$ cat config.mk
export PLATFORM = sky130hd
export DESIGN_NAME = csc_pipe
export DESIGN_NICKNAME = d
export VERILOG_FILES = /design/src/rtl/csc_pipe.sv
export SDC_FILE = /design/constraint.sdc
export NUM_CORES = 1
export LEC_CHECK = 0
export BUFFER_PORTS_ARGS = -buffer_cell sky130_fd_sc_hd__buf_4
export CELL_PAD_IN_SITES_DETAIL_PLACEMENT = 0
export CELL_PAD_IN_SITES_GLOBAL_PLACEMENT = 2
export CORE_MARGIN = 2
export CORE_UTILIZATION = 42
export CTS_CLUSTER_SIZE = 10
export DETAILED_ROUTE_END_ITERATION = 8
export PLACE_DENSITY = 0.93
export SLEW_MARGIN = 5
export SYNTH_ARGS = -nofsm -noshare
export SYNTH_HDL_FRONTEND = slang
export SYNTH_SLANG_ARGS = --single-unit
$ cat constraint.sdc
create_clock -name clk -period 9 [get_ports clk]
set_input_delay 0.9 -clock clk [delete_from_list [all_inputs] [get_ports clk]]
set_output_delay 0.9 -clock clk [all_outputs]
set_load 0.02 [all_outputs]
$ cat src/rtl/csc_pipe.sv
// csc_pipe: three-stage, backpressured RGB<->YCbCr (BT.601 studio range) converter.
// Pixel, mode and sideband move together; the whole pipe stalls only on a held output.
module csc_pipe #(
    parameter int DW = 8,
    parameter int UW = 2
) (
    input  logic            clk,
    input  logic            rst,
    input  logic            s_valid,
    output logic            s_ready,
    input  logic            s_mode,
    input  logic [3*DW-1:0] s_data,
    input  logic [UW-1:0]   s_user,
    output logic            m_valid,
    input  logic            m_ready,
    output logic [3*DW-1:0] m_data,
    output logic [UW-1:0]   m_user,
    output logic            m_mode
);

    localparam int S  = DW - 8;
    localparam int PW = DW + 14;

    localparam logic signed [PW-1:0] OFF16  = PW'(16 << S);
    localparam logic signed [PW-1:0] OFF128 = PW'(128 << S);
    localparam logic signed [PW-1:0] RND    = PW'(128);
    localparam logic signed [PW-1:0] MAXV   = PW'((1 << DW) - 1);

    function automatic logic signed [PW-1:0] mul(
        input logic signed [PW-1:0] x,
        input int                   k
    );
        return x * PW'(k);
    endfunction

    function automatic logic [DW-1:0] sat(input logic signed [PW-1:0] x);
        logic [DW-1:0] r;
        if (x < 0)
            r = '0;
        else if (x > MAXV)
            r = '1;
        else
            r = x[DW-1:0];
        return r;
    endfunction

    logic en;
    assign en      = !m_valid || m_ready;
    assign s_ready = en;

    logic            v1;
    logic            mode1;
    logic [UW-1:0]   user1;
    logic [3*DW-1:0] d1;

    logic                   v2;
    logic                   mode2;
    logic [UW-1:0]          user2;
    logic signed [PW-1:0]   p2 [9];

    logic signed [PW-1:0] x0, x1, x2;
    logic signed [PW-1:0] p [9];

    // Inverse mode removes the studio offsets before the multiplies.
    always_comb begin
        x0 = PW'(d1[3*DW-1:2*DW]);
        x1 = PW'(d1[2*DW-1:DW]);
        x2 = PW'(d1[DW-1:0]);
        if (mode1) begin
            x0 = x0 - OFF16;
            x1 = x1 - OFF128;
            x2 = x2 - OFF128;
        end
        for (int i = 0; i < 9; i++)
            p[i] = '0;
        if (!mode1) begin
            p[0] = mul(x0, 66);
            p[1] = mul(x1, 129);
            p[2] = mul(x2, 25);
            p[3] = mul(x0, -38);
            p[4] = mul(x1, -74);
            p[5] = mul(x2, 112);
            p[6] = mul(x0, 112);
            p[7] = mul(x1, -94);
            p[8] = mul(x2, -18);
        end else begin
            p[0] = mul(x0, 298);
            p[1] = '0;
            p[2] = mul(x2, 409);
            p[3] = mul(x0, 298);
            p[4] = mul(x1, -100);
            p[5] = mul(x2, -208);
            p[6] = mul(x0, 298);
            p[7] = mul(x1, 516);
            p[8] = '0;
        end
    end

    logic signed [PW-1:0] t [3];
    logic [DW-1:0]        q [3];

    always_comb begin
        for (int i = 0; i < 3; i++) begin
            t[i] = (p2[3*i] + p2[3*i+1] + p2[3*i+2] + RND) >>> 8;
            if (!mode2)
                t[i] = t[i] + ((i == 0) ? OFF16 : OFF128);
            q[i] = sat(t[i]);
        end
    end

    always_ff @(posedge clk or posedge rst) begin
        if (rst) begin
            v1      <= 1'b0;
            mode1   <= 1'b0;
            user1   <= '0;
            d1      <= '0;
            v2      <= 1'b0;
            mode2   <= 1'b0;
            user2   <= '0;
            p2      <= '{default: '0};
            m_valid <= 1'b0;
            m_data  <= '0;
            m_user  <= '0;
            m_mode  <= 1'b0;
        end else if (en) begin
            v1      <= s_valid;
            mode1   <= s_mode;
            user1   <= s_user;
            d1      <= s_data;
            v2      <= v1;
            mode2   <= mode1;
            user2   <= user1;
            p2      <= p;
            m_valid <= v2;
            m_data  <= {q[0], q[1], q[2]};
            m_user  <= user2;
            m_mode  <= mode2;
        end
    end

endmodule

==> summary.txt, run 1 <==
Setup path
  • Delay of the slowest cell on the worst path: about 0.7 ns
  • FF-to-FF Start: d1[20]
  • Reg2reg end: p2[126]
  • FF-to-FF setup slack: between 2 and 2.5 ns
  • Worst Reg-to-Reg Cells: 21
  • WP buf/inv: 4
  • CP Cell Sequence: inv_1 > ha_1 > nor3b_1 > nand2_1 > clkinv_1 > ha_1 > ha_1 > inv_1 > fa_1 > fa_1 > inv_1 > ha_1 > o21ai_0 > a21oi_1 > o21ai_0 > a21boi_0 > o21ai_0 > a21boi_0 > o21ai_0 > a2111oi_0 > o21bai_1
  • Crit path DAT: between 7 and 8 ns
  • Worst setup path class: reg -> reg
  • Startpoint types: flop
  • Nature of the critical path endpoint: flop
  • Crit-path slowest cell: a2111oi_0
  • CP delay by family, top: adder cells
  • Critical Path Fanout Max: 18
  • Worst path required time: about 9.5 ns

Floorplanning
  • Core area: 0.0617 mm²
  • IO Pins: 60
  • Die area: 0.0644 mm²
  • DIE HEIGHT: 254 µm
  • Initial core utilization: 42.4%
  • Chip Width: approximately 250 µm
  • Row count: 91

Synthesis
  • Area share of the largest cell type after synthesis: between 20 and 25%
  • Synth area leaders: dfrtp_1 23%, ha_1 22%, fa_1 14%
  • Post-synthesis mux area share: 1.13%
  • Post-Synth Simple-Gate Area: 8.85%
  • Register area share after synthesis: ~23%
  • YS warnings: 0
  • Synth Instances: roughly 2.9k
  • Post-synth EDFFs: 0
  • Syn Std Cell Area: ~0.026 mm²
  • Synthesized area per cell: between 9 and 10 µm²
  • Ys async rst share: 100%
  • #FFs+latches synth: approximately 240
  • Post-Synth XOR/XNOR Area: slightly below 6%
  • Synth Flop Type: dfrtp_1
  • Yosys top cell by area: dfrtp_1
  • Largest family of logic cells by synthesized area: adder cells
  • Cell variety after synth: 85
  • Adder-cell share of the synthesized area: between 30% and 40%
  • Synth Area in Compound Gates: 15.5%

Route
  • Total Wirelength: roughly 72 mm
  • Vias: around 20k
  • Drt pass-1 iters: 5
  • ANT nets after route: 0
  • Vias per cell: 5.22
  • Post-route DRC: 0
  • WL per Instance: ~19 µm
  • Initial DRC count: 1246

Global route
  • GRT Util Overall: a little under a quarter
  • Initial antenna violation count: 0
  • First-pass GRT wire length: about 120 mm
  • Vias in the first global route: 20.3k
  • Grt total ovfl: 0
  • Pin count of the biggest net entering global routing: ~170

Clock network
  • # Post-CTS Setup Buffers: 0
  • H-Tree Depth: 2
  • Clock transition at path regs: 0.06 ns
  • Cts hold-fix bufs: 0
  • CTS tree: yes
  • TritonCTS buffer count: 34
  • Worst-skew pair later-pin latency: 0.54 ns
  • Clk root buf: clkbuf_16
  • Clock Tree Buf Depth: 3
  • TritonCTS Sinks: between 200 and 250
  • Post-cts sizing count: 0

Min path
  • Hold endpoint: v2
  • Hold Crit Depth: 2
  • Worst hold-check path type: reg -> reg
  • Hold Startpoint: v2

Layout
  • ANT cells: 0
  • Post-layout util: between 40% and 50%
  • Area taken by multi-input logic gates: between 0.015 and 0.02 mm²
  • Sequential Area: just over 0.006 mm²
  • Layout area overhead: 9.60%
  • FILL cells: between 5k and 6k
  • Final cell count without fillers: between 3k and 4k
  • Share of layout cells above drive strength 1: under 10%
  • # nets final: around 3.6k

Placement
  • DP Wirelength: 57.9 mm
  • Count of input and output buffers: just under 60
  • RD Place Congestion: 0.920
  • Placed Cells: ~3.7k
  • Pre-CTS setup slack: between 2 and 2.5 ns

Timing
  • Setup Total Neg Slack: 0 ns
  • Post-route clock skew: 0.0254 ns
  • # setup viols final: 0
  • Period utilization: between 70% and 80%
  • Worst Tran Pin Value: between 1 and 1.5 ns
  • RSZ-0062 raised after global routing: no
  • Worst setup margin: 2.36 ns
  • Max Clk Rate: 0.151 GHz
  • Min Clock Period, post-route: about 6.6 ns
  • Hold Vio Cnt, Final: 0
  • Slew margin rel.: between 30% and 40%
  • Slew Limit Fails: 0

Job
  • Maxcap violations: 0

Status
  • Outcome: complete, no violations
logic make-up (layout without fill, tap and decap cells):
family,after synthesis,after routing
fa+ha+maj,642,642
buf+inv,654,713
simple gates,517,517
mux,29,29
flops,243,243
compound gates,616,616
xor+xnor,174,174
other cells,1,2
worst min-delay path: stages (launching register included):
cell and delay, ns:
dfrtp_1 0.33, nand2_1 0.05, nand2_1 0.05
cell usage in the layout (no fill, tap or decap), types with 15 or more instances in the layout:
cell,n
nor3_1,20
o21ai_0,142
nand2_1,242
a21o_1,47
nand3_1,35
clkbuf_16,35
o221a_1,16
a31oi_1,23
xor2_1,45
o21bai_1,49
or3_1,15
buf_4,76
nor2_1,127
ha_1,455
a211oi_1,34
inv_1,574
fa_1,187
dfrtp_1,242
o22ai_1,15
nor2b_1,17
mux2i_1,24
xnor2_1,128
a21oi_1,159
per-stage QoR:
step	instance area [µm²]	hold WS, ns
after detailed placement	27600	0.447
final	28700	0.455
after CTS	28700	0.460
after floorplan	26200	0.430
after global placement	27600	0.440
after global routing	28700	0.488
worst max path at each step:
stage	from	endpoint	slack [ns]	depth (start not counted)
after global routing	d1[20]	p2[126]	1.76	21
after detailed placement	d1[20]	p2[126]	2.42	21
after global placement	d1[20]	p2[126]	2.53	21
final	d1[20]	p2[126]	2.36	21
after CTS	d1[20]	p2[126]	2.38	21
after floorplan	rst	d1[0]	1.43	1
state kept, by name, indices dropped and copies added, names as in the netlist:
name     cells
m_user       2
mode2        1
user1        2
v2           1
mode1        1
m_data      24
p2         183
m_mode       1
user2        2
m_valid      1
v1           1
d1          24
Yosys cell counts (11+ instances only):
master	instances
nor2_1	127
o22ai_1	15
dfrtp_1	243
nand3_1	35
buf_1	18
xnor2_1	128
o221a_1	16
nand2_1	242
a21o_1	47
a31oi_1	23
o221ai_1	11
o21a_1	12
a211oi_1	34
fa_1	187
clkbuf_1	57
xor2_1	45
nor2b_1	18
ha_1	455
or3_1	15
o21bai_1	49
o211ai_1	13
o21ai_0	142
mux2i_1	24
a21oi_1	159
a22oi_1	11
inv_1	577
nor3_1	20
final cells by class:
| type | count | share of cell area [%] |
|---|---|---|
| clock buffers | 50 | 3.53 |
| clock inverters | 7 | 0.414 |
| inverters | 579 | 7.62 |
| multi-input cells | 1980 | 61.5 |
| flip-flops and latches | 243 | 21.2 |
| well taps | 837 | 3.65 |
| repair buffers | 77 | 2.06 |
routing by layer:
layer	wire, µm	GRT usage (%)
met5	0	0
met4	2500	7.46
met3	4010	5.00
met2	32300	37.0
met1	33600	31.5
Power of run 1 is left out: the tool's default activity adds up to more than one toggle a clock period on the data nets, which glitch-free logic cannot reach.
==> run 2: changes to the inputs <==
--- a/config.mk
+++ b/config.mk
@@ -5,14 +5,15 @@
 export SDC_FILE = /design/constraint.sdc
 export NUM_CORES = 1
 export LEC_CHECK = 0
+export ABC_AREA = 1
 export BUFFER_PORTS_ARGS = -buffer_cell sky130_fd_sc_hd__buf_4
 export CELL_PAD_IN_SITES_DETAIL_PLACEMENT = 0
 export CELL_PAD_IN_SITES_GLOBAL_PLACEMENT = 2
 export CORE_MARGIN = 2
-export CORE_UTILIZATION = 42
+export CORE_UTILIZATION = 36
 export CTS_CLUSTER_SIZE = 10
 export DETAILED_ROUTE_END_ITERATION = 8
-export PLACE_DENSITY = 0.93
+export PLACE_DENSITY = 0.89
 export SLEW_MARGIN = 5
 export SYNTH_ARGS = -nofsm -noshare
 export SYNTH_HDL_FRONTEND = slang
==> constraint.sdc (replaced) <==
create_clock -name clk -period 6.1 [get_ports clk]
set_input_delay 0.61 -clock clk [delete_from_list [all_inputs] [get_ports clk]]
set_output_delay 0.61 -clock clk [all_outputs]
set_load 0.02 [all_outputs]
==> summary.txt, run 2 <==
Setup path
  • Worst path required time: 6.50 ns (-2.96 ns)
  • Critical Path Fanout Max: 9 (-9)
  • Crit-path slowest cell: fa_1
  • Worst setup path class: reg -> reg
  • CP delay by family, top: adder cells
  • Crit path top cell by count: nand2_1
  • Nature of the critical path endpoint: flop
  • Startpoint types: flop
  • Delay of the slowest cell on the worst path: 0.54 ns (-0.14 ns)
  • FF-to-FF setup slack: 0.67 ns (-1.69 ns)
  • Crit path DAT: 5.84 ns (-1.26 ns)
  • WP buf/inv: 5 (+1)

Placement
  • Pre-CTS setup slack: 0.794 ns (-1.62 ns)
  • RD Place Congestion: 0.931 (+1.3%)
  • DP Area: 0.0288 mm² (+4.3%)
  • Count of input and output buffers: 59 (unchanged)
  • DP Wirelength: 67.7 mm (+17%)

Floorplanning
  • Chip Width: 278 µm (+9.6%)
  • IO Pins: 60 (unchanged)
  • Die area: 0.0774 mm² (+20%)
  • Core area: 0.0744 mm² (+21%)
  • Initial core utilization: 36.3% (-6.1 points)
  • DIE HEIGHT: 278 µm (+9.6%)
  • Row count: 100 (+9.9%)

Global route
  • Initial antenna violation count: 0 (unchanged)
  • GRT Util Overall: 22.0% (-1.2 points)
  • Vias in the first global route: 22.3k (+9.8%)
  • First-pass GRT wire length: 131 mm (+14%)
  • Grt total ovfl: 0 (unchanged)
  • Pin count of the biggest net entering global routing: 123 (-26%)

Synthesis
  • Yosys top cell by area: dfrtp_1
  • Synth area leaders: dfrtp_1 22%, ha_1 21%, fa_1 14%
  • Ys async rst share: 100% (unchanged)
  • Cell variety after synth: 53 (-38%)
  • Synthesized area per cell: 7.90 µm² (-13%)
  • Synth Flop Type: dfrtp_1
  • YS warnings: 0 (unchanged)
  • Post-synth EDFFs: 0 (unchanged)
  • Syn Std Cell Area: 0.0271 mm² (+3.3%)
  • #FFs+latches synth: 243 (unchanged)
  • Commonest cells in the netlist: 737 x nand2_1, 711 x inv_1, 455 x ha_1, 243 x dfrtp_1, 206 x a21oi_1
  • Synth Instances: 3426 (+19%)
  • Count leader, synth: nand2_1
  • Area share of the largest cell type after synthesis: 22.5% (-0.74 points)
  • Register area share after synthesis: 22.5% (-0.74 points)

Route
  • ANT nets after route: 0 (unchanged)
  • Drt pass-1 iters: 5 (unchanged)
  • WL per Instance: 18.6 µm (-3.1%)
  • Vias: 22.0k (+11%)
  • Post-route DRC: 0 (unchanged)
  • Total Wirelength: 83.4 mm (+15%)
  • Vias per cell: 4.90 (-6.1%)
  • Initial DRC count: 1401 (+12%)

Layout
  • Final Cell Area: 0.0300 mm² (+4.5%)
  • Top flop regs: p2 (183), d1 (24), m_data (24)
  • Leading cell type in the layout, fill and taps excluded: nand2_1
  • # nets final: 4163 (+16%)
  • Most frequent cells in the layout: 737 x nand2_1, 709 x inv_1, 455 x ha_1
  • FILL cells: 7653 (+28%)
  • Share of layout cells above drive strength 1: 5.95% (+0.37 points)
  • ANT cells: 0 (unchanged)
  • Top reg by flops: p2
  • Layout area overhead: 10.9%
  • Max FFs per register: 183 (unchanged)

Clock network
  • Cts hold-fix bufs: 0 (unchanged)
  • TritonCTS buffer count: 35 (+2.9%)
  • Clock Tree Buf Depth: 3 (unchanged)
  • TritonCTS Sinks: 243 (unchanged)
  • H-Tree Depth: 2 (unchanged)
  • Post-cts sizing count: 0 (unchanged)
  • # Post-CTS Setup Buffers: 0 (unchanged)
  • Clk root buf: clkbuf_16
  • Worst-skew pair later-pin latency: 0.55 ns (about the same)
  • Clock transition at path regs: 0.06 ns (about the same)
  • CTS tree: yes

Timing
  • Worst Tran Pin Value: 0.901 ns (-0.102 ns)
  • Setup Total Neg Slack: 0 ns (unchanged)
  • Max Clk Rate: 0.184 GHz (+22%)
  • RSZ-0062 raised after global routing: no
  • Min Clock Period, post-route: 5.43 ns (-1.21 ns)
  • Hold Vio Cnt, Final: 0 (unchanged)
  • Worst setup margin: 0.667 ns (-1.69 ns)
  • Slew Limit Fails: 0 (unchanged)
  • Post-route clock skew: 0.0292 ns (+0.00383 ns)
  • Period utilization: 89.1% (+15 points)
  • # setup viols final: 0 (unchanged)
  • Slew margin rel.: 39.3% (+6.2 points)

Min path
  • Worst hold-check path type: in -> async

Job
  • Maxcap violations: 0 (unchanged)

Status
  • Outcome: complete, no violations
## run 2: final timing paths
path	to	startpoint	depth (start not counted)
worst max-delay path	p2[128]	mode1	27
worst min-delay path	d1[19]	rst	2
worst max register to register	p2[128]	mode1	27
worst min register to register	m_valid	v2	1
max in group asynchronous	d1[5]	rst	4
min in group clk	user1[0]	s_user[0]	3
## run 2: per-layer routing
layer / part of all wire [%] / GRT usage [%] / wire length (µm)
met1: 48 / 31.0 / 40300
met2: 44 / 35.2 / 36700
met3: 4.2 / 2.38 / 3490
met4: 3.4 / 7.08 / 2830
met5: 0 / 0 / 0
## run 2: logic make-up (layout without fill, tap and decap cells)
kind of cell	after synthesis	after routing	share of synthesized area, %
other	1	2	0.0139
adder cells (fa/ha/maj)	642	642	34.9
XOR/XNOR	92	92	3.01
AO/OA/AOI/OAI	548	548	11.6
AND/OR/NAND/NOR	1116	1116	17.1
flip-flops	243	243	22.5
buffers and inverters	784	867	10.9
## run 2: cell type report
type | count | area [µm²] | area share [%]
well taps | 969 | 1210 | 4.04
inverters | 719 | 2710 | 9.03
clock inverters | 11 | 236 | 0.788
flip-flops and latches | 243 | 6080 | 20.3
multi-input cells | 2400 | 18000 | 60.2
repair buffers | 91 | 708 | 2.36
clock buffers | 46 | 997 | 3.32
## run 2: stage by stage
stage,hold WS [ns],utilization (%),cells
floorplan,0.440,-,3427
global placement,0.449,38.6,4422
detailed placement,0.466,38.6,4422
CTS,0.0900,40.3,4479
global route,0.120,40.3,4479
finish,0.0943,40.3,4479
## run 2: worst register-to-register path, cell delays in order, from the launching register on
cell	delay, ns
dfrtp_2	0.44
inv_2	0.20
nor2_1	0.09
nor2_1	0.16
inv_1	0.25
ha_1	0.41
inv_1	0.09
fa_1	0.49
fa_1	0.54
inv_1	0.04
ha_1	0.30
inv_1	0.06
fa_1	0.43
or2_2	0.32
o21ai_0	0.24
nand2_1	0.12
nand2_1	0.09
a21oi_1	0.08
nor2_1	0.13
nor2_1	0.07
o21bai_1	0.20
nand2_1	0.08
nand2_1	0.06
nand2_1	0.07
nand2_1	0.06
nand2_1	0.06
nand3_1	0.11
nand3_1	0.09
Power of run 2 is left out for the same reason.
